File: config.mk
export PLATFORM = sky130hd
export DESIGN_NAME = seq_mult4x4
export DESIGN_NICKNAME = d
export VERILOG_FILES = /design/src/rtl/seq_mult4x4.sv
export SDC_FILE = /design/constraint.sdc
export NUM_CORES = 1
export LEC_CHECK = 0
export BUFFER_PORTS_ARGS = -buffer_cell sky130_fd_sc_hd__buf_2
export CAP_MARGIN = 30
export CORE_UTILIZATION = 50
export CTS_CLUSTER_SIZE = 16
export DETAILED_ROUTE_END_ITERATION = 7
export PLACE_DENSITY = 0.78
export SKIP_CTS_REPAIR_TIMING = 1
export SLEW_MARGIN = 20
export SYNTH_ARGS = -nofsm -noshare
export SYNTH_HDL_FRONTEND = slang
export SYNTH_SLANG_ARGS = --single-unit
File: constraint.sdc
create_clock -name clk -period 3.1 [get_ports clk]
set_clock_uncertainty 0.15 [all_clocks]
set_input_delay 0.465 -clock clk [delete_from_list [all_inputs] [get_ports clk]]
set_output_delay 0.465 -clock clk [all_outputs]
set_load 0.01 [all_outputs]
File: src/rtl/seq_mult4x4.sv
// seq_mult4x4: sequential unsigned 4x4 shift-add multiplier with an 8-bit product.
// Handshake: start is sampled on a rising clk edge while idle. done falls on that
// same edge. Operands a/b are captured one edge later, in LOAD. done rises together
// with the new out and stays high until the next accepted start. out holds its value
// between completions. start seen while busy is ignored.
// Optional build macro MULT4X4_FAST_EN: LOAD forms a*b directly and skips CALC,
// so the result arrives 2 clocks after start instead of 6.
module seq_mult4x4 (
  input  logic       clk,
  input  logic       rst,
  input  logic       start,
  input  logic [3:0] a,
  input  logic [3:0] b,
  output logic [7:0] out,
  output logic       done
);

  typedef enum logic [1:0] {
    IDLE = 2'd0,
    LOAD = 2'd1,
    CALC = 2'd2,
    FIN  = 2'd3
  } state_t;

  state_t     state;
  logic [7:0] mcand;   // multiplicand, shifted left one place per iteration
  logic [3:0] mplier;  // multiplier, shifted right; its LSB gates each add
  logic [7:0] acc;     // running partial-product sum
  logic [2:0] cnt;     // iteration index 0..3

  // Controller and datapath: single registered FSM, all outputs registered
  always_ff @(posedge clk or posedge rst) begin
    if (rst) begin
      state  <= IDLE;
      mcand  <= 8'd0;
      mplier <= 4'd0;
      acc    <= 8'd0;
      cnt    <= 3'd0;
      out    <= 8'd0;
      done   <= 1'b0;
    end else begin
      unique case (state)
        IDLE: begin
          // Operands are not sampled yet; the controller's muxes settle next cycle.
          if (start) begin
            done  <= 1'b0;
            state <= LOAD;
          end
        end
        LOAD: begin
          mcand  <= {4'd0, a};
          mplier <= b;
          cnt    <= 3'd0;
`ifdef MULT4X4_FAST_EN
          acc    <= {4'd0, a} * {4'd0, b};
          state  <= FIN;
`else
          acc    <= 8'd0;
          state  <= CALC;
`endif
        end
        CALC: begin
          // One multiplier bit per cycle; 15*15 fits in 8 bits, so the add cannot wrap.
          if (mplier[0]) begin
            acc <= acc + mcand;
          end
          mcand  <= {mcand[6:0], 1'b0};
          mplier <= {1'b0, mplier[3:1]};
          cnt    <= cnt + 3'd1;
          if (cnt == 3'd3) begin
            state <= FIN;
          end
        end
        FIN: begin
          out   <= acc;
          done  <= 1'b1;
          state <= IDLE;
        end
        default: begin
          state <= IDLE;
        end
      endcase
    end
  end

endmodule

==> reports/qor.csv <==
metric;value;unit
status;finished, final reports clean;
required;3.22;ns
post_synth_inst_count;170;
cts_sinks;34;
cts_tree;built;
clkLatencyLatePin;0.35;ns
synth_edf_count;0;
coreArea;0.00336;sq mm
crit_cells;7;
tightest_slew;0.744;ns
power.density;1100;mW/mm^2
r2r_slack;0.95;ns
critPathLaunchType;flop;
layout-drive-gt1-share;19.8;%
initial_utilization;52.2;%
rsz0062_at_grt;false;
cp_slowest_cell;dfrtp_1;
max-cap-violations;0;
timing.final.crit_period;2.15;ns
synthTopCellsByArea;dfrtp_1, ha_1, mux2_2;
fillCellCount;304;
async_flop_share;100;%
multi_input_area;828;sq um
placed_cell_area;0.00190;sq mm
setup_viol;0;
ys_seq_area_share;48.4;%
grt_max_degree;35;
layout_worst_path_cycle_share;69.4;%
dp_slack;0.986;ns
min_path_type;input pin to asynchronous set/reset pin;
r2r_cells;7;
dieArea;0.00375;sq mm
area_delta_synth_final;11.5;%
leakage;0.974;nW
die_width;61.3;um
drc;0;
synth_flop_cell;dfrtp_1;
wl_per_cell;14.3;um
track_usage;21.9;%
max_stage_delay;0.43;ns
cp-end-kind;flop;
worstPathMaxFanout;4;
hold_viol;0;
busiest_layer;met2;
critPathMostFrequentCell;a21o_1;
finalWorstSetupSlack;0.949;ns
final_area;0.00196;sq mm
fin_nets;216;
vias;1264;
yosysMostFrequentCell;dfrtp_1;
drt_iter0_markers;46;
first_global_vias;1327;
diodes;0;
max_freq;465;MHz
yosysTopAreaCell;dfrtp_1;
regArea;851;sq um
ant_nets;0;
use_met1;26.2;%
portBuffers;19;
gr-total-overflow;0;
netlist.area_leader.share;48.4;%
ios;20;
viasPerCell;5.31;
antenna_found_initial;0;
synth_cell_type_count;28;
crit_type;flop to flop;
path_cells;ha_1 -> fa_1 -> a21o_1 -> a21o_1 -> xor2_1 -> nand2_1 -> a31oi_1;
r2r_start;acc[0];
cp-endpoint;acc[4];
row_count;21;
die_y;61.3;um
firstDrtPassIters;5;
fin_util;58.3;%
ys_ff_latch;34;
grt_pass1_wl;5830;um
dpl.hpwl;2540;um
finalSetupTns;0;ns
routed_wl;3390;um
arrival;2.27;ns
cts_made_buffers;5;
clockBufferDepth;2;
cts_root_buf;clkbuf_4;
crit_start;acc[0];
reg2reg_to;acc[4];
gr-usage-met2;35.2;%
slew_viol_final;0;
netlist_area;0.00176;sq mm
cts.reportedPaths.clkPinSlew;0.11;ns
place_congestion;0.877;
synth_fp_nets;195;
avgSynthCellArea;10.3;sq um
crit_family;adder cells;
max_slew_margin;50.4;%
grt_use_met3;7.56;%
htree_levels;2;
path_buf_inv;0;
peakVddDrop;0.533;mV
ys_top_cells_by_count;dfrtp_1, o21ai_0, nand2_1, ha_1, inv_1;
yosys_warnings;0;
[cells by family after synthesis]
group / Yosys count / synth area share, %
buffers and inverters: 20 / 4.42
XOR/XNOR: 4 / 1.99
adder cells (fa/ha/maj): 14 / 10.4
multiplexers: 19 / 11.5
AO/OA/AOI/OAI: 38 / 12.1
flip-flops: 34 / 48.4
AND/OR/NAND/NOR: 41 / 11.2
[power breakdown]
group          switching [mW]  internal [mW]  total [mW]
sequential              0.161          0.639       0.800
combinational           0.616          0.469        1.09
clock                   0.152          0.109       0.261
total                   0.929           1.22        2.15
[cell type report]
| cell class | count | share of cell area, % |
|---|---|---|
| well taps | 46 | 2.94 |
| repair buffers | 21 | 5.62 |
| multi-input cells | 116 | 42.3 |
| clock buffers | 6 | 2.62 |
| flip-flops and latches | 34 | 43.4 |
| clock inverters | 2 | 0.639 |
| inverters | 13 | 2.49 |
[layer usage]
metal / share of wire [%] / vias up / wire, um
met3: 4.9 / 7 / 166
met5: 0 / - / 0
met4: 1.6 / 0 / 54
met1: 46 / 595 / 1570
li1: - / 629 / -
met2: 47 / 33 / 1600
[cells in the final DEF (no fill, tap or decap)]
cell and count:
clkbuf_8 1, a21oi_1 12, a31o_1 1, nor2b_1 1
or4b_1 1, a31oi_1 2, a21o_1 4, xnor2_1 2
ha_1 13, nand2b_1 2, a211oi_1 1, dfrtp_1 34
nor3b_1 2, nand4_1 2, clkinvlp_4 1, clkbuf_4 5
nor4b_1 1, a21boi_0 1, or3_1 1, clkinv_2 1
nand3_1 7, o22ai_1 1, mux2i_1 10, inv_1 13
o21ai_0 16, mux2_2 9, nand2_1 14, xor2_1 2
fa_1 1, buf_4 2, nor2_1 10, buf_2 19
[worst min-delay path by stage]
stage	end	slack, ns	cells after the start
CTS	out[1]	0.05	3
floorplan	acc[7]	0.28	1
global placement	acc[7]	0.32	1
global route	mcand[6]	0.08	3
finish	mplier[0]	0.03	3
detailed placement	acc[7]	0.33	1
[registers in the layout (all words and copies together) (netlist names)]
signal,cells
mcand,8
cnt,3
out,8
done,1
mplier,4
state,2
acc,8
[worst min-delay path: cells and delay by family]
family / cells / cell delay, ns
buffers and inverters: 3 / 0.50
[stage by stage]
| step | std cells | power (mW) | hold WS, ns |
|---|---|---|---|
| 3_3_place_gp | 230 | 1.80 | 0.318 |
| 6_report | 238 | 2.15 | 0.0336 |
| 2_1_floorplan | 170 | 1.60 | 0.283 |
| 4_1_cts | 238 | 2.15 | 0.0497 |
| 3_5_place_dp | 230 | 1.89 | 0.329 |
| 5_1_grt | 238 | 2.34 | 0.0847 |
(Power assumes the default switching activity.)
